**config.mk**
```make
export PLATFORM = sky130hd
export DESIGN_NAME = fft_uart_tx_serializer_flat
export DESIGN_NICKNAME = d
export VERILOG_FILES = /design/src/rtl/fft_uart_tx_serializer_pkg.sv /design/src/rtl/fft_uart_tx_serializer_if.sv /design/src/rtl/fft_uart_tx_serializer_byte_tx.sv /design/src/rtl/fft_uart_tx_serializer.sv /design/src/flat_wrapper.sv
export SDC_FILE = /design/constraint.sdc
export NUM_CORES = 1
export LEC_CHECK = 0
export ABC_AREA = 1
export CAP_MARGIN = 15
export CORE_MARGIN = 2
export CORE_UTILIZATION = 50
export CTS_CLUSTER_SIZE = 30
export DETAILED_ROUTE_END_ITERATION = 8
export MAX_ROUTING_LAYER = met4
export PLACE_DENSITY = 0.75
export SYNTH_ARGS = -nofsm -noshare
export SYNTH_HDL_FRONTEND = slang
export SYNTH_SLANG_ARGS = --single-unit
```
**constraint.sdc**
```tcl
create_clock -name clk -period 1.6 [get_ports clk]
set_input_delay 0.32 -clock clk [delete_from_list [all_inputs] [get_ports clk]]
set_output_delay 0.32 -clock clk [all_outputs]
set_load 0.1 [all_outputs]
```
**src/rtl/fft_uart_tx_serializer_pkg.sv**
```systemverilog
// Shared definitions for the FFT result UART serializer: state encoding,
// UART frame levels and word/byte sizing helpers.
package fft_out_pkg;

  typedef enum logic [2:0] {
    IDLE    = 3'd0,
    CAPTURE = 3'd1,
    START   = 3'd2,
    DATA    = 3'd3,
    PARITY  = 3'd4,
    STOP    = 3'd5,
    ACK     = 3'd6
  } state_t;

  localparam logic START_LEVEL   = 1'b0;
  localparam logic STOP_LEVEL    = 1'b1;
  localparam logic IDLE_LEVEL    = 1'b1;
  localparam int   BITS_PER_BYTE = 8;

  function automatic int bytes_per_word(input int word_w);
    return word_w / 8;
  endfunction

  function automatic logic even_parity(input logic [7:0] value);
    return ^value;
  endfunction

endpackage

```
**src/rtl/fft_uart_tx_serializer_if.sv**
```systemverilog
// Read-strobe / result-data / UART-line bundle between the FFT output
// address generator and the serializer.
interface fft_uart_tx_serializer_if #(
  parameter int WORD_W = 32
) ();
  logic              en_rd;
  logic [WORD_W-1:0] rd_data;
  logic              tx;
  logic              en_out;
  logic              busy;

  modport master (
    output en_rd, rd_data,
    input  tx, en_out, busy
  );

  modport slave (
    input  en_rd, rd_data,
    output tx, en_out, busy
  );
endinterface

```
**src/rtl/fft_uart_tx_serializer_byte_tx.sv**
```systemverilog
// Single-byte UART transmitter: start, 8 data bits LSB first, optional even
// parity (FFT_UART_PARITY_EN) and stop, each held t_1_bit cycles.
module uart_byte_tx
  import fft_out_pkg::*;
#(
  parameter int t_1_bit = 5207
) (
  input  logic       clk,
  input  logic       rst_n,
  input  logic       start,
  input  logic [7:0] byte_in,
  output logic       tx,
  output logic       done
);

  localparam int             TMR_W    = (t_1_bit > 1) ? $clog2(t_1_bit) : 1;
  localparam logic [TMR_W-1:0] TMR_LAST = TMR_W'(t_1_bit - 1);
  localparam logic [2:0]     BIT_LAST = 3'(BITS_PER_BYTE - 1);

  state_t           phase_r, phase_s;
  logic [TMR_W-1:0] timer_r, timer_s;
  logic [2:0]       bit_r, bit_s;
  logic [7:0]       shift_r, shift_s;
  logic             tx_r, tx_s;
  logic             tick_s;
`ifdef FFT_UART_PARITY_EN
  logic             par_r, par_s;
`endif

  assign tick_s = (timer_r == TMR_LAST);
  // done is combinational so the top can chain the next start bit with no gap
  assign done   = (phase_r == STOP) && tick_s;
  assign tx     = tx_r;

  // Bit-level sequencing; tx_s is the level the line takes after this edge
  always_comb begin
    phase_s = phase_r;
    bit_s   = bit_r;
    shift_s = shift_r;
    tx_s    = tx_r;
`ifdef FFT_UART_PARITY_EN
    par_s   = par_r;
`endif
    if (phase_r == IDLE || tick_s) begin
      timer_s = '0;
    end else begin
      timer_s = timer_r + TMR_W'(1'b1);
    end
    case (phase_r)
      IDLE: begin
        if (start) begin
          phase_s = START;
          tx_s    = START_LEVEL;
          shift_s = byte_in;
          bit_s   = 3'd0;
`ifdef FFT_UART_PARITY_EN
          par_s   = even_parity(byte_in);
`endif
        end else begin
          tx_s = IDLE_LEVEL;
        end
      end
      START: begin
        if (tick_s) begin
          phase_s = DATA;
          tx_s    = shift_r[0];
        end else begin
          tx_s = START_LEVEL;
        end
      end
      DATA: begin
        if (tick_s) begin
          if (bit_r == BIT_LAST) begin
            bit_s   = 3'd0;
`ifdef FFT_UART_PARITY_EN
            phase_s = PARITY;
            tx_s    = par_r;
`else
            phase_s = STOP;
            tx_s    = STOP_LEVEL;
`endif
          end else begin
            bit_s   = bit_r + 3'd1;
            shift_s = {1'b0, shift_r[7:1]};
            tx_s    = shift_r[1];
          end
        end else begin
          tx_s = tx_r;
        end
      end
`ifdef FFT_UART_PARITY_EN
      PARITY: begin
        if (tick_s) begin
          phase_s = STOP;
          tx_s    = STOP_LEVEL;
        end else begin
          tx_s = tx_r;
        end
      end
`endif
      STOP: begin
        if (tick_s) begin
          if (start) begin
            phase_s = START;
            tx_s    = START_LEVEL;
            shift_s = byte_in;
            bit_s   = 3'd0;
`ifdef FFT_UART_PARITY_EN
            par_s   = even_parity(byte_in);
`endif
          end else begin
            phase_s = IDLE;
            tx_s    = IDLE_LEVEL;
          end
        end else begin
          tx_s = STOP_LEVEL;
        end
      end
      default: begin
        phase_s = IDLE;
        tx_s    = IDLE_LEVEL;
        bit_s   = 3'd0;
        shift_s = 8'h00;
      end
    endcase
  end

  // Byte transmitter state and registered line driver
  always_ff @(posedge clk or negedge rst_n) begin
    if (!rst_n) begin
      phase_r <= IDLE;
      timer_r <= '0;
      bit_r   <= 3'd0;
      shift_r <= 8'h00;
      tx_r    <= IDLE_LEVEL;
`ifdef FFT_UART_PARITY_EN
      par_r   <= 1'b0;
`endif
    end else begin
      phase_r <= phase_s;
      timer_r <= timer_s;
      bit_r   <= bit_s;
      shift_r <= shift_s;
      tx_r    <= tx_s;
`ifdef FFT_UART_PARITY_EN
      par_r   <= par_s;
`endif
    end
  end

endmodule

```
**src/rtl/fft_uart_tx_serializer.sv**
```systemverilog
// Captures one FFT result word per read strobe and ships it LSB byte first
// over UART, then pulses en_out. Parity bit enabled by FFT_UART_PARITY_EN.
module fft_uart_tx_serializer
  import fft_out_pkg::*;
#(
  parameter int t_1_bit = 5207,
  parameter int WORD_W  = 32
) (
  input logic                     clk,
  input logic                     rst_n,
  fft_uart_tx_serializer_if.slave bus
);

  localparam int               BYTES     = bytes_per_word(WORD_W);
  localparam int               CNT_W     = (BYTES > 1) ? $clog2(BYTES) : 1;
  localparam logic [CNT_W-1:0] BYTE_LAST = CNT_W'(BYTES - 1);

  // START spans the whole multi-byte transmission here; the bit-level
  // phases (START/DATA/PARITY/STOP) are tracked inside uart_byte_tx.
  state_t            state_r, state_s;
  logic [WORD_W-1:0] shift_r, shift_s, shifted_s;
  logic [CNT_W-1:0]  byte_cnt_r, byte_cnt_s;
  logic              start_s;
  logic [7:0]        byte_s;
  logic              byte_done_s;
  logic              byte_tx_s;
  logic              en_out_r;
  logic              busy_r;

  assign shifted_s = shift_r >> 4'd8;

  // Word-level sequencing and byte hand-off
  always_comb begin
    state_s    = state_r;
    shift_s    = shift_r;
    byte_cnt_s = byte_cnt_r;
    start_s    = 1'b0;
    byte_s     = shifted_s[7:0];
    case (state_r)
      IDLE: begin
        if (bus.en_rd) begin
          state_s = CAPTURE;
        end else begin
          state_s = IDLE;
        end
      end
      CAPTURE: begin
        start_s    = 1'b1;
        byte_s     = bus.rd_data[7:0];
        shift_s    = bus.rd_data;
        byte_cnt_s = '0;
        state_s    = START;
      end
      START: begin
        if (byte_done_s) begin
          if (byte_cnt_r == BYTE_LAST) begin
            state_s    = ACK;
            byte_cnt_s = '0;
            shift_s    = '0;
          end else begin
            start_s    = 1'b1;
            byte_cnt_s = byte_cnt_r + CNT_W'(1'b1);
            shift_s    = shifted_s;
          end
        end else begin
          state_s = START;
        end
      end
      ACK: begin
        state_s = IDLE;
      end
      default: begin
        state_s    = IDLE;
        shift_s    = '0;
        byte_cnt_s = '0;
      end
    endcase
  end

  // Word state, shift register and registered handshake outputs
  always_ff @(posedge clk or negedge rst_n) begin
    if (!rst_n) begin
      state_r    <= IDLE;
      shift_r    <= '0;
      byte_cnt_r <= '0;
      en_out_r   <= 1'b0;
      busy_r     <= 1'b0;
    end else begin
      state_r    <= state_s;
      shift_r    <= shift_s;
      byte_cnt_r <= byte_cnt_s;
      en_out_r   <= (state_s == ACK);
      busy_r     <= (state_s != IDLE);
    end
  end

  uart_byte_tx #(
    .t_1_bit (t_1_bit)
  ) u_byte_tx (
    .clk     (clk),
    .rst_n   (rst_n),
    .start   (start_s),
    .byte_in (byte_s),
    .tx      (byte_tx_s),
    .done    (byte_done_s)
  );

  assign bus.tx     = byte_tx_s;
  assign bus.en_out = en_out_r;
  assign bus.busy   = busy_r;

endmodule
```
**src/flat_wrapper.sv**
```systemverilog
// flat-port wrapper written by rule: the top's interface ports become plain ports
module fft_uart_tx_serializer_flat import fft_out_pkg::*;
#(
  parameter int t_1_bit = 5207,
  parameter int WORD_W  = 32
)
  (clk, rst_n, bus_en_rd, bus_rd_data, bus_tx, bus_en_out, bus_busy);
  fft_uart_tx_serializer_if #(.WORD_W(WORD_W)) bus_i ();
  input logic clk;
  input logic rst_n;
  input wire logic [$bits(bus_i.en_rd)-1:0] bus_en_rd;
  input wire logic [$bits(bus_i.rd_data)-1:0] bus_rd_data;
  output wire logic [$bits(bus_i.tx)-1:0] bus_tx;
  output wire logic [$bits(bus_i.en_out)-1:0] bus_en_out;
  output wire logic [$bits(bus_i.busy)-1:0] bus_busy;
  assign bus_i.en_rd = bus_en_rd;
  assign bus_i.rd_data = bus_rd_data;
  assign bus_tx = bus_i.tx;
  assign bus_en_out = bus_i.en_out;
  assign bus_busy = bus_i.busy;
  fft_uart_tx_serializer #(.t_1_bit(t_1_bit), .WORD_W(WORD_W)) u_core (.clk(clk), .rst_n(rst_n), .bus(bus_i));
endmodule
```
==> reports/results.tsv, run 1 <==
stage	metric	value	unit
sta	finalHoldViolCount	0	
grt	grt_pass1_vias	2773	
route	antenna_left	0	
sta	holdWs	0.424	ns
yosys	yosys_warnings	0	
critical_path	critPathKind	register to register	
yosys	synth_edf_count	0	
status	failed_checks	negative setup slack	
sta	period_needed	1.65	ns
yosys	ys_ff_latch	59	
route	vias_per_cell	5.35	
placement	hpwl	4.90	mm
route	first_pass_iters	4	
yosys	synth_top_cells_by_area	dfrtp_1 45%, nand2_1 13%, o21ai_2 4.9%	
critical_path	arrival	1.90	ns
clocking	cts-root-buf	clkbuf_8	
pwr	vdd_drop_max	0.00103	V
flow_run	maxCapViolations	0	
final_layout	drive_gt1_share	31.9	%
final_layout	final_cell_mix	92 x nand2_1, 57 x dfrtp_1, 33 x clkdlybuf4s50_1	
clocking	clkLatencyLatePin	0.36	ns
floorplan	rows	29	
grt	grt_max_degree	44	
placement	port_buffers	37	
critical_path	slowest_stage	dfrtp_1	
yosys	syn_inst	373	
floorplan	initial_utilization	51.0	%
floorplan	coreArea	6280	um^2
yosys	syn_area	3200	um^2
route	wl_per_cell	13.8	um
sta	max_freq	605	MHz
critical_path	worst-path-buf-inv	2	
sta	period_share	103	%
yosys	yosysTopAreaCellShare	45.3	%
clocking	cts_sinks	59	
floorplan	dieHeight	84.0	um
sta	rsz0062_at_grt	yes	
sta	fin_tns_setup	-1.11	ns
clocking	cts_buffers	9	
sta	fin_skew	0.0101	ns
pwr	p_leak	2.04	nW
worst_hold_path	min_path_type	input port to asynchronous set/reset pin	
status	status	finished with violations	
yosys	postSynth.asyncResetShare	100	%
sta	setup_viol	35	
critical_path	critPathMaxFanout	8	
sta	relSlewSlack	72.8	%
floorplan	die_area	7060	um^2
yosys	synth_flop_cell	dfrtp_1	
clocking	htreeDepth	3	
grt	antenna_found_initial	0	
critical_path	start_kind	register	
final_layout	area_growth_syn_to_layout	33.7	%
yosys	yosysUniqueCellTypes	35	
yosys	synth.net_count	413	
sta	report.final.slew_viol_count	0	
sta	worst_pin_slew	0.407	ns
clocking	cts_tree	built	
clocking	clk_pin_slew	0.07	ns
critical_path	crit_chain	inv_1, ha_2, nand2_2, nor2_4, buf_4, nand4_4, nand3_4, nand3_4, nand2_2, nand2_1	
critical_path	critPathCaptureType	register	
route	vias	2825	
route	drt_wl_total	7.31	mm
grt	grt.overflow.total	0	
yosys	ys_seq_area_share	46.2	%
route	drc	0	
final_layout	nets	486	
final_layout	insertedDiodeCount	0	
yosys	postSynthAreaPerCell	8.58	um^2
sta	setup_ws	-0.0542	ns
critical_path	critPathTopFamily	simple AND/OR/NAND/NOR gates	
pwr	power_density	1750	nW/um^2
yosys	yosys.area.top_type	dfrtp_1	
clocking	clock_path_buffers	2	
critical_path	max_stage_delay	0.39	ns
floorplan	die_x	84.0	um
route	drtIter0Drc	151	
final_layout	design_area	4280	um^2
grt	groute.usage.overall	21.5	%
placement	gp_congestion	0.862	
grt	grt_pass1_wl	11.9	mm
placement	place_ws	-0.0748	ns
placement	placed_cell_area	3890	um^2
floorplan	io_pins	38	
final_layout	layout_commonest_cell	nand2_1	
critical_path	critical_path_required	1.85	ns
[sequential cells by signal, summed over array words and instances, names as in the netlist, 2 cells and up]
register,cells
u_core.state_r,3
u_core.u_byte_tx.bit_r,3
u_core.u_byte_tx.shift_r,8
u_core.shift_r,24
u_core.u_byte_tx.phase_r,3
u_core.byte_cnt_r,2
u_core.u_byte_tx.timer_r,13
[cells by family after synthesis]
| family | after synthesis | share of synthesized area [%] |
|---|---|---|
| AO/OA/AOI/OAI | 56 | 13.5 |
| XOR/XNOR | 2 | 0.547 |
| adder cells (fa/ha/maj) | 5 | 1.95 |
| buffers and inverters | 44 | 6.29 |
| flip-flops | 59 | 46.2 |
| AND/OR/NAND/NOR | 207 | 31.5 |
[synthesized netlist by cell type, types with 3 or more instances]
| master | count |
|---|---|
| o21ai_0 | 6 |
| or2_2 | 7 |
| nand2_2 | 17 |
| o21ai_2 | 18 |
| ha_1 | 5 |
| nor2_1 | 28 |
| dfrtp_1 | 58 |
| nand3_2 | 3 |
| nand4_1 | 14 |
| a22oi_1 | 16 |
| nand3_1 | 12 |
| clkbuf_1 | 4 |
| o211ai_1 | 7 |
| inv_1 | 30 |
| nand2_1 | 107 |
| nor2_4 | 3 |
| buf_6 | 4 |
| inv_2 | 3 |
| a21oi_1 | 7 |
| nor3_1 | 5 |
[layer usage]
metal	share of wire (%)	global-route usage [%]
met1	45	26.0
met2	49	34.5
met3	3.8	3.86
met4	2.5	11.1
met5	0	-
[power by group]
part           total [W]  switching (W)  internal [W]
combinational    0.00376        0.00222       0.00154
sequential       0.00234       0.000382       0.00196
clock            0.00140       0.000645      0.000760
total            0.00751        0.00325       0.00426
[worst paths after layout]
kind                       slack (ns)                                   from                                       to  depth (start not counted)
setup / recovery                -0.05  u_core.u_byte_tx.timer_r[0]$_DFF_PN0_  u_core.u_byte_tx.shift_r[2]$_DFFE_PN0P_                         10
hold / removal                   0.42                                  rst_n  u_core.u_byte_tx.phase_r[1]$_DFFE_PN0P_                          2
setup reg to reg                -0.05  u_core.u_byte_tx.timer_r[0]$_DFF_PN0_  u_core.u_byte_tx.shift_r[2]$_DFFE_PN0P_                         10
hold reg to reg                  0.47         u_core.shift_r[31]$_DFFE_PN0P_           u_core.shift_r[31]$_DFFE_PN0P_                          2
max in group asynchronous        0.61                                  rst_n           u_core.shift_r[16]$_DFFE_PN0P_                          3
min in group clk                 0.47         u_core.shift_r[31]$_DFFE_PN0P_           u_core.shift_r[31]$_DFFE_PN0P_                          2
[cell type report]
| class | count | area, um^2 |
|---|---|---|
| Inverter | 33 | 124 |
| Tap cell | 77 | 96.3 |
| Fill cell | 496 | 2000 |
| Clock inverter | 6 | 63.8 |
| Multi-Input combinational cell | 270 | 1650 |
| Timing Repair Buffer | 73 | 731 |
| Sequential cell | 59 | 1480 |
| Clock buffer | 10 | 138 |
[repair_timing]
action | CTS | global route
pin swaps | 1 | 4
setup endpoints to repair | 28 | 53
hold endpoints to repair | 15 | 0
resized for setup | 8 | 30
hold buffers | 1 | 0
gates cloned | 0 | 1
setup buffers | 1 | 1
[through the flow]
step                      total power (W)  utilization (%)  std cells
after global placement            0.00555             62.0        508
final                             0.00751             68.2        528
after global routing              0.00797             68.2        528
after floorplan                   0.00462                -        373
after CTS                         0.00714             66.0        526
after detailed placement          0.00566             62.0        508
(Power assumes the default switching activity.)
==> inputs of run 2 (changes only) <==
Settings changed: HOLD_SLACK_MARGIN from default to 0.15.
==> results of run 2 <==
Final layout, timing and power as in run 1 (identical DEF).
